`config.mk`:
```
export PLATFORM = sky130hd
export DESIGN_NAME = mux4_scan_ctrl_flat
export DESIGN_NICKNAME = d
export VERILOG_FILES = /design/src/rtl/mux4_scan_pkg.sv /design/src/rtl/mux4_scan_ctrl_if.sv /design/src/rtl/mux4_scan_ctrl_scan_counter.sv /design/src/rtl/mux4_scan_ctrl.sv /design/src/flat_wrapper.sv
export SDC_FILE = /design/constraint.sdc
export NUM_CORES = 1
export LEC_CHECK = 0
export ABC_AREA = 1
export BUFFER_PORTS_ARGS = -buffer_cell sky130_fd_sc_hd__buf_2
export CAP_MARGIN = 20
export CORE_ASPECT_RATIO = 1.2
export CORE_UTILIZATION = 52
export DETAILED_ROUTE_END_ITERATION = 16
export HOLD_SLACK_MARGIN = 0.15
export PLACE_DENSITY = 0.75
export SLEW_MARGIN = 20
export SYNTH_ARGS = -nofsm -noshare
export SYNTH_HDL_FRONTEND = slang
export SYNTH_SLANG_ARGS = --single-unit
```
`constraint.sdc`:
```
create_clock -name clk -period 1.6 [get_ports clk]
set_input_delay 0.08 -clock clk [delete_from_list [all_inputs] [get_ports clk]]
set_output_delay 0.08 -clock clk [all_outputs]
set_load 0.01 [all_outputs]
```
`src/rtl/mux4_scan_pkg.sv`:
```
// Shared definitions for the 4:1 mux scan sequencer: state encoding,
// channel geometry and the shadow-capture helper.
package mux4_scan_pkg;

    localparam int NCH   = 4;
    localparam int SEL_W = 2;

    localparam logic [1:0] ST_IDLE   = 2'd0;
    localparam logic [1:0] ST_SETTLE = 2'd1;
    localparam logic [1:0] ST_SAMPLE = 2'd2;
    localparam logic [1:0] ST_DONE   = 2'd3;

    typedef enum logic [1:0] {
        IDLE   = ST_IDLE,
        SETTLE = ST_SETTLE,
        SAMPLE = ST_SAMPLE,
        DONE   = ST_DONE
    } state_t;

    // Returns word with bit idx replaced by bit_val.
    function automatic logic [NCH-1:0] capture_bit(input logic [NCH-1:0] word,
                                                   input logic [SEL_W-1:0] idx,
                                                   input logic bit_val);
        logic [NCH-1:0] res;
        res      = word;
        res[idx] = bit_val;
        return res;
    endfunction

endpackage

```
`src/rtl/mux4_scan_ctrl_if.sv`:
```
// Bus between the scan sequencer and the mux/downstream side.
// start is a level request: it is taken on any edge where the sequencer is
// IDLE or DONE and ignored otherwise; done is a one-cycle strobe qualifying data_out.
interface mux4_scan_ctrl_if;

    logic                                  start;
    logic                                  dir;
    logic                                  mux_out;
    logic [mux4_scan_pkg::SEL_W-1:0]       sel;
    logic                                  busy;
    logic                                  done;
    logic [mux4_scan_pkg::NCH-1:0]         data_out;

    modport master (
        input  start, dir, mux_out,
        output sel, busy, done, data_out
    );

    modport slave (
        output start, dir, mux_out,
        input  sel, busy, done, data_out
    );

endinterface

```
`src/rtl/mux4_scan_ctrl_scan_counter.sv`:
```
// Dwell down-counter: load has priority over decrement, stops at zero.
module scan_counter
    import mux4_scan_pkg::*;
#(
    parameter int W = 1
) (
    input  logic         clk,
    input  logic         reset,
    input  logic         load,
    input  logic         dec,
    input  logic [W-1:0] load_val,
    output logic         zero
);

    logic [W-1:0] cnt;

    always_ff @(posedge clk) begin
        if (reset) begin
            cnt <= '0;
        end else if (load) begin
            cnt <= load_val;
        end else if (dec && (cnt != '0)) begin
            cnt <= cnt - 1'b1;
        end
    end

    assign zero = (cnt == '0);

endmodule

```
`src/rtl/mux4_scan_ctrl.sv`:
```
// Steps a 4:1 mux through its channels, dwells DWELL cycles on each, samples
// mux_out and publishes the four samples as one word with a done strobe.
module mux4_scan_ctrl
    import mux4_scan_pkg::*;
#(
    parameter int DWELL = 1
) (
    input  logic               clk,
    input  logic               reset,
    mux4_scan_ctrl_if.master   bus,
    output state_t             state_dbg
);

    localparam int CW = (DWELL > 1) ? $clog2(DWELL) : 1;
    localparam logic [CW-1:0] RELOAD = CW'(DWELL - 1);

    state_t           state;
    logic             dir_q;
    logic [NCH-1:0]   shadow;
    logic [SEL_W-1:0] last_ch;
    logic             cnt_load;
    logic             cnt_dec;
    logic             cnt_zero;

    assign last_ch   = dir_q ? SEL_W'(NCH - 1) : '0;
    assign state_dbg = state;

    always_comb begin
        cnt_load = 1'b0;
        cnt_dec  = 1'b0;
        case (state)
            IDLE, DONE: cnt_load = bus.start;
            SETTLE:     cnt_dec  = !cnt_zero;
            SAMPLE:     cnt_load = (bus.sel != last_ch);
            default:    ;
        endcase
    end

    scan_counter #(.W(CW)) u_dwell (
        .clk      (clk),
        .reset    (reset),
        .load     (cnt_load),
        .dec      (cnt_dec),
        .load_val (RELOAD),
        .zero     (cnt_zero)
    );

    always_ff @(posedge clk) begin
        if (reset) begin
            state        <= IDLE;
            dir_q        <= 1'b0;
            shadow       <= '0;
            bus.sel      <= '0;
            bus.busy     <= 1'b0;
            bus.done     <= 1'b0;
            bus.data_out <= '0;
        end else begin
            case (state)
                IDLE, DONE: begin
                    bus.done <= 1'b0;
                    if (bus.start) begin
                        dir_q    <= bus.dir;
                        bus.sel  <= bus.dir ? '0 : SEL_W'(NCH - 1);
                        bus.busy <= 1'b1;
                        state    <= SETTLE;
                    end else begin
                        bus.busy <= 1'b0;
                        state    <= IDLE;
                    end
                end
                SETTLE: begin
                    if (cnt_zero) begin
                        state <= SAMPLE;
                    end
                end
                SAMPLE: begin
                    shadow <= capture_bit(shadow, bus.sel, bus.mux_out);
                    // The final edge publishes the word including the bit taken now.
                    if (bus.sel == last_ch) begin
                        bus.data_out <= capture_bit(shadow, bus.sel, bus.mux_out);
                        bus.busy     <= 1'b0;
                        bus.done     <= 1'b1;
                        state        <= DONE;
                    end else begin
                        bus.sel <= dir_q ? bus.sel + 2'd1 : bus.sel - 2'd1;
                        state   <= SETTLE;
                    end
                end
                default: state <= IDLE;
            endcase
        end
    end

endmodule
```
`src/flat_wrapper.sv`:
```
// flat-port wrapper written by rule: the top's interface ports become plain ports
module mux4_scan_ctrl_flat import mux4_scan_pkg::*;
#(
    parameter int DWELL = 1
)
  (clk, reset, state_dbg, bus_start, bus_dir, bus_mux_out, bus_sel, bus_busy, bus_done, bus_data_out);
  mux4_scan_ctrl_if bus_i ();
  input  logic clk;
  input  logic reset;
  output state_t state_dbg;
  input wire logic [$bits(bus_i.start)-1:0] bus_start;
  input wire logic [$bits(bus_i.dir)-1:0] bus_dir;
  input wire logic [$bits(bus_i.mux_out)-1:0] bus_mux_out;
  output wire logic [$bits(bus_i.sel)-1:0] bus_sel;
  output wire logic [$bits(bus_i.busy)-1:0] bus_busy;
  output wire logic [$bits(bus_i.done)-1:0] bus_done;
  output wire logic [$bits(bus_i.data_out)-1:0] bus_data_out;
  assign bus_i.start = bus_start;
  assign bus_i.dir = bus_dir;
  assign bus_i.mux_out = bus_mux_out;
  assign bus_sel = bus_i.sel;
  assign bus_busy = bus_i.busy;
  assign bus_done = bus_i.done;
  assign bus_data_out = bus_i.data_out;
  mux4_scan_ctrl #(.DWELL(DWELL)) u_core (.clk(clk), .reset(reset), .bus(bus_i), .state_dbg(state_dbg));
endmodule
```
==> results of run 1 <==
## power groups by stage
stage	combinational (mW)	sequential (mW)	clock, mW
final	0.142	0.431	0.204
after CTS	0.143	0.431	0.209
after floorplan	0.0990	0.443	0
after global routing	0.163	0.434	0.234
after global placement	0.135	0.439	0
after detailed placement	0.137	0.440	0
## cells by family (layout without fill, tap and decap cells)
group	after synthesis	count (layout)	share of synthesized area, %
adder cells (fa/ha/maj)	2	2	3.09
AND/OR/NAND/NOR	53	53	30.1
buffers and inverters	22	40	11.4
AO/OA/AOI/OAI	24	24	15.8
flip-flops	16	16	39.6
## registers in the layout, indices dropped and copies added (netlist names)
signal and count:
u_core.bus.busy 1, u_core.bus.data_out 4, u_core.bus.done 1, u_core.bus.sel 2, u_core.dir_q 1, u_core.shadow 4
u_core.state_dbg 2, u_core.u_dwell.cnt 1
## timing repair
action	4_1_cts	5_1_grt
endpoints found under the hold margin	4	0
hold buffers	3	0
setup buffers	0	0
## final cells by class
| type | count | area (um2) | share of cell area (%) |
|---|---|---|---|
| clock buffer | 3 | 22.5 | 2.40 |
| inverter | 20 | 76.3 | 8.14 |
| multi-input combinational | 79 | 397 | 42.3 |
| sequential | 16 | 320 | 34.2 |
| tap | 17 | 21.3 | 2.27 |
| timing repair buffer | 17 | 100 | 10.7 |
## stage by stage
| step | power [mW] | hold slack [ns] | util, % |
|---|---|---|---|
| after floorplan | 0.542 | 0.227 | - |
| after global placement | 0.574 | 0.355 | 61.2 |
| after detailed placement | 0.577 | 0.364 | 61.2 |
| final | 0.776 | 0.175 | 64.8 |
| after CTS | 0.783 | 0.166 | 64.8 |
| after global routing | 0.831 | 0.192 | 64.8 |
## worst max path at each step
| stage | endpoint | slack, ns | start |
|---|---|---|---|
| finish | u_core.bus.sel[1] | 0.15 | u_core.state_dbg[0] |
| global route | u_core.bus.sel[1] | 0.04 | u_core.state_dbg[0] |
| CTS | u_core.bus.sel[1] | 0.14 | u_core.state_dbg[0] |
| detailed placement | u_core.bus.sel[1] | 0.15 | u_core.state_dbg[0] |
| global placement | u_core.bus.sel[1] | 0.22 | u_core.state_dbg[0] |
| floorplan | u_core.bus.sel[0] | 0.18 | u_core.state_dbg[0] |
## routing by layer
metal / track usage, % / vias up / share of wire (%)
li1: - / 406 / -
met1: 26.1 / 335 / 42
met2: 37.6 / 23 / 51
met3: 5.91 / 2 / 4.7
met4: 10.7 / 0 / 1.5
met5: 0 / - / 0
## worst reg2reg max path: cells and delay by family (launching register included)
family	cells	cell delay, ns
flip-flops	1	0.39
AND/OR/NAND/NOR	5	0.54
buffers and inverters	2	0.12
adder cells (fa/ha/maj)	1	0.32
## placed cells by master, fill, tap and decap left out
| cell type | n |
|---|---|
| nand2_1 | 23 |
| nor2_1 | 20 |
| inv_1 | 17 |
| dfxtp_1 | 16 |
| buf_2 | 14 |
| o21ai_0 | 8 |
| a21oi_1 | 7 |
| o21ai_1 | 6 |
| clkbuf_4 | 3 |
| dlygate4sd3_1 | 3 |
| inv_2 | 2 |
| nand2_2 | 2 |
| nand3_4 | 2 |
| nand4_1 | 2 |
| ha_1 | 2 |
| o21ai_2 | 1 |
| clkinv_2 | 1 |
| o211ai_1 | 1 |
| or2_2 | 1 |
| nor2_2 | 1 |
| a31oi_1 | 1 |
| nor3_1 | 1 |
| nand3_1 | 1 |
==> run metrics, run 1 <==
run status=finished clean; placed inst area=between 800 and 900 um2; clk buf depth=2; cells after synthesis=117; register bit total from synthesis=16; Crit path max-delay family=simple AND/OR/NAND/NOR gates; first-pass GRT wire length=2680 um; post-route ant nets=0; final setup margin=0.151 ns; TritonCTS sink count=16; Final Max Tran Viols=0; CTS tree=yes; Setup WS pre-CTS=about 0.15 ns; Syn Nets=between 100 and 150; CP peak stage delay=0.39 ns; initial antenna violation count=0; Root Driver=clkbuf_4; Hold Crit Class=in2reg; clock network power share=around a quarter; Skew-Pair Late Insertion Delay=about 0.28 ns; Overflow after GRT=0; Routed WL per cell=10.0 um; RSZ-0062 raised after global routing=no; share of layout cells above drive strength 1=20.0%; buffer and inverter count on the worst path=2; most numerous cell in the Yosys netlist=nand2_1; max cap viols=0; CTS HTree Levels=1; vias in the first global route=between 600 and 700; Endpoint, Worst Hold=u_core.shadow[0]; Least-Margin Pin Slew=about 0.42 ns; switch share=between 20% and 30%; number of synthesized flops with an enable pin=0; total track usage=between 20% and 30%; Core Area=about 1400 um2; post-synth top area cell=dfxtp_1; Reg power frac=roughly 56%; die width=38.0 um; clock slew at reported path FFs=~0.090 ns; Fin Clk Skew=0.00137 ns; Fin Setup TNS=0 ns; Non-Filler Instances=152; Placed Cells=146; area grow syn2layout=15.8%; # fillers=approximately 130; post-CTS resize count=0; Final period util=90.6%; DRC viols=0; sequential fraction of the synthesis area=between 30 and 40%; Initial Utilization=around 56%; crit path capture type=flip-flop; endpoints failing hold=0; Final min period=around 1.4 ns; hpwl dp=about 1200 um; GPL Wtd Cong=0.748; CP Launch Type=flip-flop; Commonest cells post-synth=nand2_1 (23), nor2_1 (20), inv_1 (17), dfxtp_1 (16), o21ai_0 (8); top cell type's share of synthesized area=39.6%; Crit path required time=approximately 1.8 ns; Vias=approximately 770; WP depth=8; Critical Path Fanout Max=4; WHS Path Cells=5; Primary FF master, synth=dfxtp_1; routed wire length=1520 um; largest net degree at the start of global routing=12; CP Cell Sequence=inv_1 > ha_1 > inv_1 > or2_2 > nand3_4 > nand2_1 > nand2_1 > nor2_1; DR vias/cell=5.04; Cell variety after synth=22; async set or reset register ratio after synthesis=0%; Peak VDD IR=between 0.0004 and 0.0005 V; slowest CP cell=dfxtp_1; Internal=approximately 0.56 mW; Syn Area/Cell=around 7 um2; Gate power share=between 10% and 20%; fin nets=around 140; Max Clk Rate=approximately 0.7 GHz; LEAKAGE=around 0.49 nW; worst r2r src=u_core.state_dbg[0]; IO buf count=14; net switching power=about 0.22 mW; CTS Buf Count=3; 1st-iter DRT viols=20; synth warn=0; worst reg2reg path endpoint=u_core.bus.sel[1]; # setup viols final=0; Setup CP Type=reg2reg; Initial DRT Pass Iterations=4; Crit path arrival time=1.63 ns; largest cells by area after synthesis=dfxtp_1 (40%), nand2_1 (11%), nor2_1 (9.3%), inv_1 (7.9%), o21ai_0 (4.9%); Die Y=between 40 and 50 um; # rows=15; die area=1720 um2; power density cells=828 nW/um2; Finished Cell Area=937 um2; Netlist Area Pre-Place=approximately 810 um2; FF-to-FF path depth=8; Diodes inserted=0; R2R Setup Slk=between 0.15 and 0.2 ns; relative slew slack=approximately 72%; # IOs=15; hold_sp=bus_mux_out
Power figures use the tool's default switching activity.
==> run 2: changes to the inputs <==
CORE_UTILIZATION = 53   (was 52)
CTS_CLUSTER_SIZE = 28   (was not set)
PLACE_DENSITY = 0.76   (was 0.75)
SYNTH_HIERARCHICAL = 1   (was not set)
==> run metrics, run 2 <==
Crit path arrival time=around 1.6 ns; power density cells=between 1000 and 1500 nW/um2; IO buf count=14; CTS Buf Count=3; share of layout cells above drive strength 1=between 10% and 20%; max cap viols=0; hold_sp=u_core/bus.data_out[1]; post-route ant nets=0; CP most frequent cell=nand2_1; Setup CP Type=reg2reg; first-pass GRT wire length=approximately 2800 um; Vias=between 800 and 900; Final Max Tran Viols=0; DRC viols=0; Initial DRT Pass Iterations=4; Skew-Pair Late Insertion Delay=around 0.28 ns; buffer and inverter count on the worst path=0; WP depth=6; Crit path max-delay family=adder cells; Routed WL per cell=about 11 um; CP Launch Type=flip-flop; Primary FF master, synth=dfxtp_1; CTS HTree Levels=1; Layout Utilization=67.8%; Hold Crit Class=reg2reg; DR vias/cell=5.02; worst reg2reg path endpoint=u_core/u_dwell/cnt; R2R Setup Slk=approximately 0.16 ns; WHS Path Cells=2; die area=between 1500 and 2000 um2; endpoints failing hold=0; Worst Setup SP=u_core/state_dbg[1]; Fin Setup TNS=0 ns; TritonCTS sink count=16; Peak VDD IR=0.000657 V; # setup viols final=0; GPL Wtd Cong=about 0.75; Fin Clk Skew=~0.0034 ns; worst r2r src=u_core/state_dbg[1]; Syn Nets=approximately 130; Diodes inserted=0; Root Driver=clkbuf_4; footprint of the multi-input gates=417 um2; Crit path required time=around 1.8 ns; Non-Filler Instances=160; Syn Area/Cell=6.87 um2; routed wire length=around 1700 um; CTS tree=yes; vias in the first global route=slightly below 700; run status=finished clean; LEAKAGE=around 0.5 nW; Final period util=between 80% and 90%; Max Clk Rate=0.695 GHz; most numerous cell in the Yosys netlist=nand2_1; Commonest cells post-synth=nand2_1 (25), inv_1 (21), nor2_1 (20), dfxtp_1 (16), o21ai_0 (15); CP Cell Sequence=ha_1 > nand2_1 > a21oi_1 > nand2_1 > nand2_1 > nor2_1; register bit total from synthesis=16; total track usage=between 20 and 25%; Initial Utilization=a little under three fifths; Final min period=1.44 ns; post-synth top area cell=dfxtp_1; clk buf depth=2; largest net degree at the start of global routing=11; CP peak stage delay=approximately 0.41 ns; async set or reset register ratio after synthesis=0%; largest registers=u_core/bus.data_out x4, u_core/shadow x4; Overflow after GRT=0; Die Y=45.6 um; # fillers=135; synth warn=6; most frequent cells in the layout=nand2_1 (25), inv_1 (21), nor2_1 (20); # rows=15; CP Capture Point=u_core/u_dwell/cnt; 1st-iter DRT viols=25; die width=between 30 and 40 um; initial antenna violation count=0; Placed Cells=between 150 and 200; crit path capture type=flip-flop; number of synthesized flops with an enable pin=0; RSZ-0062 raised after global routing=no; fin nets=around 150; slowest CP cell=ha_1; top cell type's share of synthesized area=around two fifths; Cell variety after synth=18; hpwl dp=roughly 1300 um; FF-to-FF path depth=6; cells after synthesis=122; Critical Path Fanout Max=10; Netlist Area Pre-Place=between 800 and 900 um2; largest cells by area after synthesis=dfxtp_1 (38%), nand2_1 (11%), inv_1 (9.4%), nor2_1 (9.0%), o21ai_0 (9.0%); Pwr Total=about 1.1 mW; clock slew at reported path FFs=approximately 0.10 ns; sequential fraction of the synthesis area=around two fifths; area grow syn2layout=18.4%; most common cell after layout, fill and taps aside=nand2_1; FF/Latch Area=approximately 320 um2; # IOs=15; Core Area=roughly 1500 um2
## run 2: changes by cell type in the layout (fill, tap and decap cells not counted), moves of 2 or more
cell	previous run	this run
o21ai_0	8	15
o21ai_1	6	0
inv_1	17	21
inv_2	2	0
nand2_1	23	25
## run 2: layer usage
metal	global-route usage [%]	part of all wire (%)
met5	0	0
met4	10.7	0.57
met3	2.94	3.6
met2	40.3	54
met1	25.8	42
## run 2: cell families after synthesis
logic type / after synthesis / synth area share, %
AND/OR/NAND/NOR: 54 / 29.6
AO/OA/AOI/OAI: 26 / 16.7
buffers and inverters: 23 / 12.1
flip-flops: 16 / 38.2
adder cells (fa/ha/maj): 2 / 2.98
other: 1 / 0.447
## run 2: area by class of cell
| type | instances | share of cell area [%] |
|---|---|---|
| inverters | 22 | 8.83 |
| well taps | 17 | 2.14 |
| clock buffers | 4 | 3.66 |
| flip-flops and latches | 16 | 32.3 |
| repair buffers | 18 | 11.1 |
| multi-input cells | 83 | 42.0 |
## run 2: worst min path at each step
stage / endpoint / slack (ns)
after floorplan: u_core/bus.done / 0.14
after global placement: u_core/bus.done / 0.33
after detailed placement: u_core/bus.done / 0.34
after CTS: u_core/bus.busy / 0.48
after global routing: u_core/bus.done / 0.51
final: u_core/bus.data_out[1] / 0.48
## run 2: power breakdown
group	switching, mW	internal, mW	leakage (nW)
logic	0.213	0.130	0.351
clock network	0.129	0.138	0.0210
registers	0.0423	0.443	0.131
total	0.385	0.712	0.503
## run 2: what timing repair did
item                      4_1_cts  5_1_grt
buffers inserted                0        0
resized for setup               0        0
hold endpoints to repair        6        0
hold buffers                    4        0
## run 2: worst register-to-register path, cell delays in order, from the launching register on
cell and delay (ns):
dfxtp_1 0.38, ha_1 0.41, nand2_1 0.15, a21oi_1 0.20
nand2_1 0.09, nand2_1 0.06, nor2_1 0.04
## run 2: per-stage QoR
step	hold slack, ns	setup WS (ns)	instance area, um2
after floorplan	0.142	0.322	838
after global placement	0.330	0.265	916
after CTS	0.477	0.174	992
final	0.480	0.160	992
after global routing	0.506	0.0500	992
after detailed placement	0.340	0.201	916
==> run 3: changes to the inputs <==
ABC_AREA = not set   (was 1)
==> run metrics, run 3 <==
Crit path required time=around 1.8 ns; Routed WL per cell=between 10 and 15 um; Netlist Area Pre-Place=~860 um2; sequential fraction of the synthesis area=a little under two fifths; Final Max Tran Viols=0; largest net degree at the start of global routing=17; Syn Area/Cell=around 8.7 um2; Skew-Pair Late Insertion Delay=0.28 ns; Endpoint, Worst Hold=u_core/bus.done; RSZ-0062 raised after global routing=no; post-synth top area cell=dfxtp_1; top cell type's share of synthesized area=approximately 37%; Diodes inserted=0; WHS Path Cells=1; Post-CTS Setup Bufs=0; Root Driver=clkbuf_4; cells after synthesis=between 90 and 100; vias in the first global route=757; power density cells=~790 nW/um2; die area=around 1800 um2; # fillers=107; most frequent cells in the layout=dfxtp_1 (15), buf_2 (14), a21oi_1 (9); clock slew at reported path FFs=~0.090 ns; TritonCTS sink count=16; Core Area=about 1500 um2; LEAKAGE=roughly 0.45 nW; synth warn=6; FF-to-FF path depth=5; mux cell area share after synthesis=5.81%; first-pass GRT wire length=slightly above 3000 um; FF/Latch Area=322 um2; routed wire length=slightly below 2000 um; die width=approximately 39 um; clk buf depth=2; register bit total from synthesis=16; CTS tree=yes; fin nets=130; worst reg2reg path endpoint=u_core/bus.sel[1]; Synth Area in XOR/XNOR=0%; DR vias/cell=between 6 and 7; run status=finished clean; Final period util=roughly 100%; IO buf count=14; R2R Setup Slk=~0.0052 ns; largest registers=u_core/bus.data_out x4, u_core/shadow x4; most numerous cell in the Yosys netlist=dfxtp_1; endpoints failing hold=0; hpwl dp=approximately 1400 um; Overflow after GRT=0; Worst Setup SP=u_core/state_dbg[0]; hold_sp=u_core/bus.done; Vias=~840; # setup viols final=0; Post-Synth Adder-Cell Area=~2.9%; Initial DRT Pass Iterations=4; number of synthesized flops with an enable pin=0; Compound-Gate Fraction of Synth Area=between 20% and 30%; Commonest cells post-synth=dfxtp_1 (16), a21oi_1 (9), nand3_1 (7), nor2_1 (7), inv_1 (6); 1st-iter DRT viols=36; post-route ant nets=0; total track usage=around a quarter; Crit path arrival time=around 1.8 ns; Peak VDD IR=0.000537 V; GPL Wtd Cong=roughly 0.8; crit path capture type=flip-flop; Initial Utilization=between 50% and 60%; async set or reset register ratio after synthesis=0%; footprint of the multi-input gates=approximately 510 um2; Final min period=about 1.6 ns; worst r2r src=u_core/state_dbg[0]; CP Launch Type=flip-flop; Layout Utilization=71.6%; Synth Area in Simple Gates=between 20% and 30%; Cell variety after synth=36; Hold Crit Class=reg2reg; Syn Nets=106; Max Clk Rate=around 0.63 GHz; Primary FF master, synth=dfxtp_1; Fin Clk Skew=0.00367 ns; Critical Path Fanout Max=7; area grow syn2layout=23.1%; CTS HTree Levels=1; # IOs=15; largest family of logic cells by synthesized area=simple AND/OR/NAND/NOR gates; initial antenna violation count=0; CTS Buf Count=3; share of layout cells above drive strength 1=roughly a quarter; Pwr Total=0.841 mW; largest cells by area after synthesis=dfxtp_1 (37%), mux2i_1 (5.8%), a21oi_1 (5.2%), nand3_1 (4.1%), a211oi_1 (3.5%); most common cell after layout, fill and taps aside=dfxtp_1; Setup CP Type=reg2reg; max cap viols=0; Die Y=roughly 46 um; DRC viols=0; # rows=15
-- run 3: changes by cell type after synthesis, sizes merged, moves of 4 or more --
cell,delta
buf,+4
nor3,+4
nand2,-26
nor2,-13
o21ai,-15
inv,-15
mux2i,+5
a211oi,+4
-- run 3: what timing repair did --
item                                   in CTS  in global routing
setup endpoints to repair                   1                  4
gates cloned                                0                  0
hold buffers                                4                  0
pin swaps                                   0                  2
endpoints found under the hold margin       6                  0
gates resized for setup                     1                  4
-- run 3: layer usage --
metal / vias up / share of wire [%] / global-route usage [%] / wire length [um]
met5: - / 0 / 0 / 0
met2: 36 / 49 / 42.7 / 952
met3: 8 / 5.6 / 4.35 / 109
li1: 410 / - / - / -
met1: 390 / 44 / 27.4 / 854
met4: 0 / 2.2 / 12.4 / 44
-- run 3: kinds of logic (layout without fill, tap and decap cells) --
logic type,after synthesis,count (layout)
buf+inv,12,34
flops,16,16
compound gates,27,27
mux,5,5
other cells,1,1
fa+ha+maj,2,2
simple gates,36,36
-- run 3: layout make-up --
class,count,area share [%]
Multi-Input combinational cell,71,48.1
Sequential cell,16,30.3
Timing Repair Buffer,25,15.3
Clock buffer,3,2.12
Inverter,6,2.12
Tap cell,17,2.00
-- run 3: worst max path at each step --
stage                                        end  slack [ns]  depth (start not counted)
after detailed placement       u_core/bus.sel[1]      -0.005                          5
after floorplan           u_core/bus.data_out[2]        0.02                          4
final                          u_core/bus.sel[1]       0.005                          5
after CTS                      u_core/bus.sel[1]        0.01                          5
after global placement         u_core/bus.sel[1]        0.06                          5
after global routing           u_core/bus.sel[1]       0.006                          5
-- run 3: worst max-delay path, stage by stage (launching register included) --
cell       delay (ns)
dfxtp_1          0.36
inv_1            0.07
ha_2             0.37
nor2b_2          0.18
o41ai_1          0.08
a2111oi_0        0.41
-- run 3: metrics by stage --
step	worst slack, ns	cells	cell area, um2	setup TNS, ns	hold WS [ns]
2_1_floorplan	0.0193	99	862	0	0.163
3_3_place_gp	0.0620	131	978	0	0.372
3_5_place_dp	-0.00501	131	978	-0.00501	0.381
4_1_cts	0.0127	138	1040	0	0.475
5_1_grt	0.00591	138	1060	0	0.501
6_report	0.00524	138	1060	0	0.470
-- run 3: where the power goes --
part,switching (mW),internal (mW),total (mW)
clock network,0.120,0.0874,0.207
logic,0.110,0.0897,0.200
registers,0.0172,0.416,0.433
